===== src/rtl/pe_drain.sv =====
// Output drain stage below the bottom PE row: saturates ACC_BW partial sums to
// the MUL_BW fixed-point format, buffers them in a FIFO and presents them on a
// valid/ready interface with tile-boundary tagging and error/saturation counters.
module pe_drain #(
  parameter int unsigned INT_BW = 5,
  parameter int unsigned FRA_BW = 10,
  parameter int unsigned MUL_BW = 16,
  parameter int unsigned ACC_BW = 32,
  parameter int unsigned DEPTH  = 8,
  parameter int unsigned ROWS   = 16
) (
  input  logic              clk,
  input  logic              rst,
  input  logic              clr,
  input  logic              in_valid,
  input  logic [ACC_BW-1:0] in_data,
  output logic              in_ready,
  output logic              out_valid,
  output logic [MUL_BW-1:0] out_data,
  output logic              out_last,
  input  logic              out_ready,
  output logic [15:0]       sat_cnt,
  output logic              drop_err
);

  localparam int unsigned AW = $clog2(DEPTH);
  localparam int unsigned CW = AW + 1;
  localparam int unsigned TW = (ROWS > 1) ? $clog2(ROWS) : 1;
  // Bit position of the output sign; everything above must be pure sign extension.
  localparam int unsigned SB = INT_BW + 2 * FRA_BW;
  localparam logic [CW:0]   DEPTH_L   = (CW + 1)'(DEPTH);
  localparam logic [TW-1:0] TCNT_LAST = TW'(ROWS - 1);
  localparam logic [MUL_BW-1:0] SAT_POS = {1'b0, {(MUL_BW - 1){1'b1}}};
  localparam logic [MUL_BW-1:0] SAT_NEG = {1'b1, {(MUL_BW - 1){1'b0}}};

  logic              sat_over, sat_under, sat_any;
  logic [MUL_BW-1:0] sat_word;
  logic              accept, push, pop;
  logic              unused_in_bits;

  logic              stage_v;
  logic              stage_sat;
  logic [MUL_BW-1:0] stage_data;
  logic [MUL_BW-1:0] mem [DEPTH];
  logic [AW-1:0]     wr_ptr, rd_ptr;
  logic [CW-1:0]     count;
  logic [TW-1:0]     tcnt;

  // Low fraction bits are truncated away (round toward -inf).
  assign unused_in_bits = ^in_data[FRA_BW-1:0];

  // Range check: in range iff bits above SB all equal the sign bit.
  always_comb begin
    sat_over  = !in_data[ACC_BW-1] && (|in_data[ACC_BW-2:SB]);
    sat_under = in_data[ACC_BW-1] && !(&in_data[ACC_BW-2:SB]);
    sat_any   = sat_over || sat_under;
    if (sat_over) begin
      sat_word = SAT_POS;
    end else if (sat_under) begin
      sat_word = SAT_NEG;
    end else begin
      sat_word = in_data[FRA_BW+MUL_BW-1:FRA_BW];
    end
  end

  // Handshake decode; in_ready counts the in-flight stage word as occupied.
  always_comb begin
    in_ready  = (({1'b0, count}) + (CW + 1)'(stage_v)) < DEPTH_L;
    accept    = in_valid && in_ready;
    push      = stage_v;
    out_valid = (count != '0);
    pop       = out_valid && out_ready;
    out_data  = out_valid ? mem[rd_ptr] : '0;
    out_last  = out_valid && (tcnt == TCNT_LAST);
  end

  // FIFO storage; no reset needed since out_data is gated by out_valid.
  always_ff @(posedge clk) begin
    if (push) begin
      mem[wr_ptr] <= stage_data;
    end
  end

  // Stage register, FIFO pointers, tile counter and status counters.
  always_ff @(posedge clk or posedge rst) begin
    if (rst) begin
      stage_v    <= 1'b0;
      stage_sat  <= 1'b0;
      stage_data <= '0;
      wr_ptr     <= '0;
      rd_ptr     <= '0;
      count      <= '0;
      tcnt       <= '0;
      sat_cnt    <= '0;
      drop_err   <= 1'b0;
    end else if (clr) begin
      stage_v    <= 1'b0;
      stage_sat  <= 1'b0;
      stage_data <= '0;
      wr_ptr     <= '0;
      rd_ptr     <= '0;
      count      <= '0;
      tcnt       <= '0;
      sat_cnt    <= '0;
      drop_err   <= 1'b0;
    end else begin
      stage_v <= accept;
      if (accept) begin
        stage_data <= sat_word;
        stage_sat  <= sat_any;
      end
      if (in_valid && !in_ready) begin
        drop_err <= 1'b1;
      end
      if (push) begin
        wr_ptr <= wr_ptr + 1'b1;
        if (stage_sat && (sat_cnt != 16'hFFFF)) begin
          sat_cnt <= sat_cnt + 16'd1;
        end
      end
      if (pop) begin
        rd_ptr <= rd_ptr + 1'b1;
        tcnt   <= (tcnt == TCNT_LAST) ? '0 : tcnt + 1'b1;
      end
      count <= count + CW'(push) - CW'(pop);
    end
  end

endmodule


===== config.mk =====
export PLATFORM = sky130hd
export DESIGN_NAME = pe_drain
export DESIGN_NICKNAME = d
export VERILOG_FILES = /design/src/rtl/pe_drain.sv
export SDC_FILE = /design/constraint.sdc
export NUM_CORES = 1
export LEC_CHECK = 0
export CORE_ASPECT_RATIO = 1.2
export CORE_MARGIN = 1.5
export CORE_UTILIZATION = 61
export CTS_CLUSTER_SIZE = 14
export DETAILED_ROUTE_END_ITERATION = 8
export GPL_TIMING_DRIVEN = 1
export PLACE_DENSITY = 0.85
export SYNTH_ARGS = -nofsm -noshare
export SYNTH_HDL_FRONTEND = slang
export SYNTH_SLANG_ARGS = --single-unit

===== constraint.sdc =====
create_clock -name clk -period 3.7 [get_ports clk]
set_clock_uncertainty 0.05 [all_clocks]
set_input_delay 0.74 -clock clk [delete_from_list [all_inputs] [get_ports clk]]
set_output_delay 0.74 -clock clk [all_outputs]
set_load 0.02 [all_outputs]

# == Word-level counts from Yosys, hierarchy flattened ==
# Memory sizes are Yosys's and may differ from the RTL's.
# Cells that the tools add are included.
# totals
ff_bits,49
ram_bits,128
input_bits,37
out_inout_bits,36
elab_cells,63
n_memories,1
# classes
add_sub_neg,7
order_cmp,1
n_eq_ne,2
mux,23
reduce_logical,20
# memory_table
memory,depth,width,rd,rd_clocked_by_memory_dff,wr,line_no,rtl
mem,8,16,1,0,1,44,logic [MUL_BW-1:0] mem [DEPTH];
# ops
op,n
$mux W16,8
$add A16 B1 Y16 const B,1
$mux W4,4
$ne A16 B16 Y1 const B,1
$mux W3,4
$reduce_bool A2 Y1,5
$logic_and A1 B1 Y1,7
$mux W1,7
$add A3 B1 Y3 const B,2
$reduce_and A6 Y1,1
$reduce_or A6 Y1,1
$add A4 B1 Y5,1
$lt A5 B4 Y1 const B,1
$add A4 B1 Y4,1
$add A4 B1 Y4 const B,1
$eq A4 B4 Y1 const B,1
$reduce_bool A4 Y1,1
$sub A4 B1 Y4,1
$logic_not A1 Y1,3
$reduce_and A2 Y1,1
$logic_or A1 B1 Y1,1

# == Logic depth before layout (Yosys ltp) ==
# depth
ltp_word,7
ltp_mapped,14
ltp_nobuf,13

# == Worst setup path before layout ==
# No wires, ideal clock.
# synth_timing
kind,register -> register
start,register count[3]
end,register count[2]
setup_time_ns,0.132
arrival_ns,2.485
required_time_ns,3.518
setup_slack_ns,1.033
path_stages_with_launch,14
n_path_buf,1
synth_period_minus_slack_ns,2.667
path_cell_list,dfrtp_1 inv_1 ha_1 and3_1 buf_2 clkinv_1 nand2_1 inv_1 ha_1 inv_1 ha_1 fa_1 xnor2_1 nor2_1
# synth_via
elab_chain_cells,4
# synth_lines
element,line_no,rtl
from (decl),46,logic [CW-1:0] count;
from (signal assigned),125,count <= count + CW'(push) - CW'(pop);
$reduce_bool A4 Y1,71,out_valid = (count != '0);
via out_valid,18,"output logic out_valid,"
$logic_and A1 B1 Y1,72,pop = out_valid && out_ready;
$sub A4 B1 Y4,125,
$mux W4,96,end else if (clr) begin
# The timed path passes the listed nets, and every way through them passes these cells.
# A chain may end at the register's enable or synchronous reset.

# == Worst setup path after layout ==
# layout_timing
start,register rd_ptr[1]
end,output out_data[14]
# layout_via
elab_chain_cells,2
# layout_lines
element,line_no,rtl
from (decl),45,"logic [AW-1:0] wr_ptr, rd_ptr;"
from (signal assigned),122,rd_ptr <= rd_ptr + 1'b1;
$mem_v2 Z8 W16,-,
$mux W16,73,out_data = out_valid ? mem[rd_ptr] : '0;
to (decl),19,"output logic [MUL_BW-1:0] out_data,"
# No other way between the ends.

==> results.cfg <==
[grt]
grt_overflow = 0
grt_pass1_wl_um = 25000
grt_pass1_vias = 4671
grt_usage = 0.278
antenna_found_initial = 0
grt_max_degree = 24

[outcome]
status = complete, no violations

[critical_path]
start_kind = flop
cp.required_ns = 2.91
end_kind = primary output
reg2reg_slack_ns = 0.68
crit_fanout = 14
worstPathArrival_ns = 2.55
reg2reg_depth = 12
r2r-end = count[2]$_DFF_PP0_
worstSetupPathType = reg -> out
reg2reg_from = count[3]$_DFF_PP0_

[clock_network]
clock_path_buffers = 2
cts_hold_buf = 0
clk_pin_slew_ns = 0.06
cts.sink_count = 177
cts_resized = 0
cts_tree = built
post_cts_buffers = 0
clock_latency_ns = 0.42
cts_buffers = 17
htreeDepth = 4
cts_root_buf = clkbuf_16

[yosys]
synth_warnings = 0
synth_edf_count = 128
synth.area.top_cells = edfxtp_1 (52%), dfrtp_1 (17%), mux4_2 (9.8%)
synthCells = 465
synth_cell_type_count = 48
avgSynthCellArea_um2 = 15.9
synth_top_cell_by_area = edfxtp_1
synthFlopType = edfxtp_1
synth.top_cell.area_share = 0.521
synth_area_um2 = 7380
async_flop_share = 0.277
seq_area_frac_synth = 0.687
ys_seq_elements = 177
syn_nets = 514

[hold_path]
min_from = drop_err$_DFFE_PP0P_
worstHoldPathCells = 2
hold_path.class = reg -> reg
hold_end = drop_err$_DFFE_PP0P_

[route]
dr.first_iter.drc_count = 347
postRouteWirelength_um = 16100
wl_per_cell_um = 22.5
drc = 0
ant_nets = 0
routed_via_density = 6.32
vias = 4511
first_pass_iters = 5

[pwr]
cellLeakagePower_nw = 3.11
p_per_area_nw_per_um2 = 620
irDropWorstVdd_uv = 421
total_power_mw = 5.46

[layout]
n_fill_cell = 681
layout_commonest_cell = edfxtp_1
n_antenna_cell = 0
syn2layout_area_growth_pct = 19.4
layout.nets = 593
layout_common_cells = edfxtp_1 (128), clkdlybuf4s50_1 (62), nor2_1 (50)
fin_area_um2 = 8810
drive_gt1_frac = 0.171

[die]
ioPinCount = 73
die_area_um2 = 12800
coreArea_um2 = 11700
core.rowCount = 43
initial_core_util = 0.632
die_y_um = 123
die_w_um = 103

[sta]
slew_headroom = 0.309
fin_crit_ns = 3.34
finalSetupViolCount = 0
slew_viol_final = 0
tightest_slew_ns = 1.03
fin_crit_sh = 0.901
max_freq_ghz = 0.300
rsz0062_at_grt = no
fin_setup_tns_ns = 0
hold_viol = 0

[place]
dp_hpwl_um = 9720
gp_congestion = 0.807
io_buffers = 62
dpl_cell_area_um2 = 8270

[job]
drv_cap = 0
## flip-flops by register name, indices dropped and copies added (netlist names)
| name | cells |
|---|---|
| count | 4 |
| drop_err | 1 |
| mem | 128 |
| push | 1 |
| rd_ptr | 3 |
| sat_cnt | 16 |
| stage_data | 16 |
| stage_sat | 1 |
| tcnt | 4 |
| wr_ptr | 3 |
## area by class of cell
cell class | count | area (um^2) | area share
inverters | 13 | 48.8 | 0.00554
clock buffers | 18 | 429 | 0.0487
repair buffers | 81 | 763 | 0.0867
clock inverters | 14 | 106 | 0.0121
flip-flops and latches | 177 | 5070 | 0.576
multi-input cells | 254 | 2190 | 0.249
well taps | 157 | 196 | 0.0223
## report_power, final
part	internal, mW	switching [mW]	leakage [nW]
sequential	2.28	0.125	1.85
combinational	0.685	0.754	0.998
clock	0.867	0.752	0.261
## Yosys cell counts (all sizes together), types with 9 or more instances
master and instances:
ha 11, clkbuf 12, mux2i 18, o21ai 10, edfxtp 128, inv 12
nor2 50, a21oi 19, mux4 32, nand2 16, o2bb2ai 15, buf 9
dfrtp 49
## metrics by stage
step | utilization | worst slack (ns) | cells | hold WS [ns]
final | 0.754 | 0.365 | 714 | 0.491
after global routing | 0.754 | 0.245 | 714 | 0.510
after CTS | 0.754 | 0.320 | 714 | 0.497
after detailed placement | 0.708 | 0.693 | 682 | 0.484
after global placement | 0.708 | 0.733 | 682 | 0.473
after floorplan | - | 1.03 | 465 | 0.467
## logic make-up (layout without fill, tap and decap cells)
family                   count (synthesis)  after routing  synth area share
AO/OA/AOI/OAI                           62             62            0.0575
adder cells (fa/ha/maj)                 12             12            0.0214
AND/OR/NAND/NOR                        123            123            0.0848
multiplexers                            50             50             0.122
buffers and inverters                   34            126            0.0185
XOR/XNOR                                 7              7           0.00831
flip-flops                             177            177             0.687
## worst max-delay path, cell delays in order (launching register included)
cell	delay (ns)
dfrtp_1	0.63
buf_4	0.33
mux4_2	0.34
mux2i_1	0.20
nor2_1	0.07
clkdlybuf4s50_1	0.54
## routing by layer
metal / wire, um / up-vias / GRT usage
met2: 8370 / 240 / 0.461
met5: 0 / - / 0
met3: 1260 / 35 / 0.0644
met1: 5990 / 2270 / 0.344
met4: 437 / 0 / 0.134
li1: - / 1966 / -
## how the worst max path moves through the flow
stage                     startpoint            endpoint  slack, ns  cells past startpoint
2_1_floorplan     count[3]$_DFF_PP0_  count[2]$_DFF_PP0_       1.03                     13
4_1_cts        rd_ptr[0]$_DFFE_PP0P_        out_data[15]       0.32                      5
5_1_grt        rd_ptr[0]$_DFFE_PP0P_        out_data[15]       0.24                      5
3_3_place_gp      count[3]$_DFF_PP0_  count[2]$_DFF_PP0_       0.73                     12
3_5_place_dp      count[3]$_DFF_PP0_  count[2]$_DFF_PP0_       0.69                     12
6_report       rd_ptr[1]$_DFFE_PP0P_        out_data[14]       0.36                      5
No activity file was read; power rests on OpenSTA's default activity.
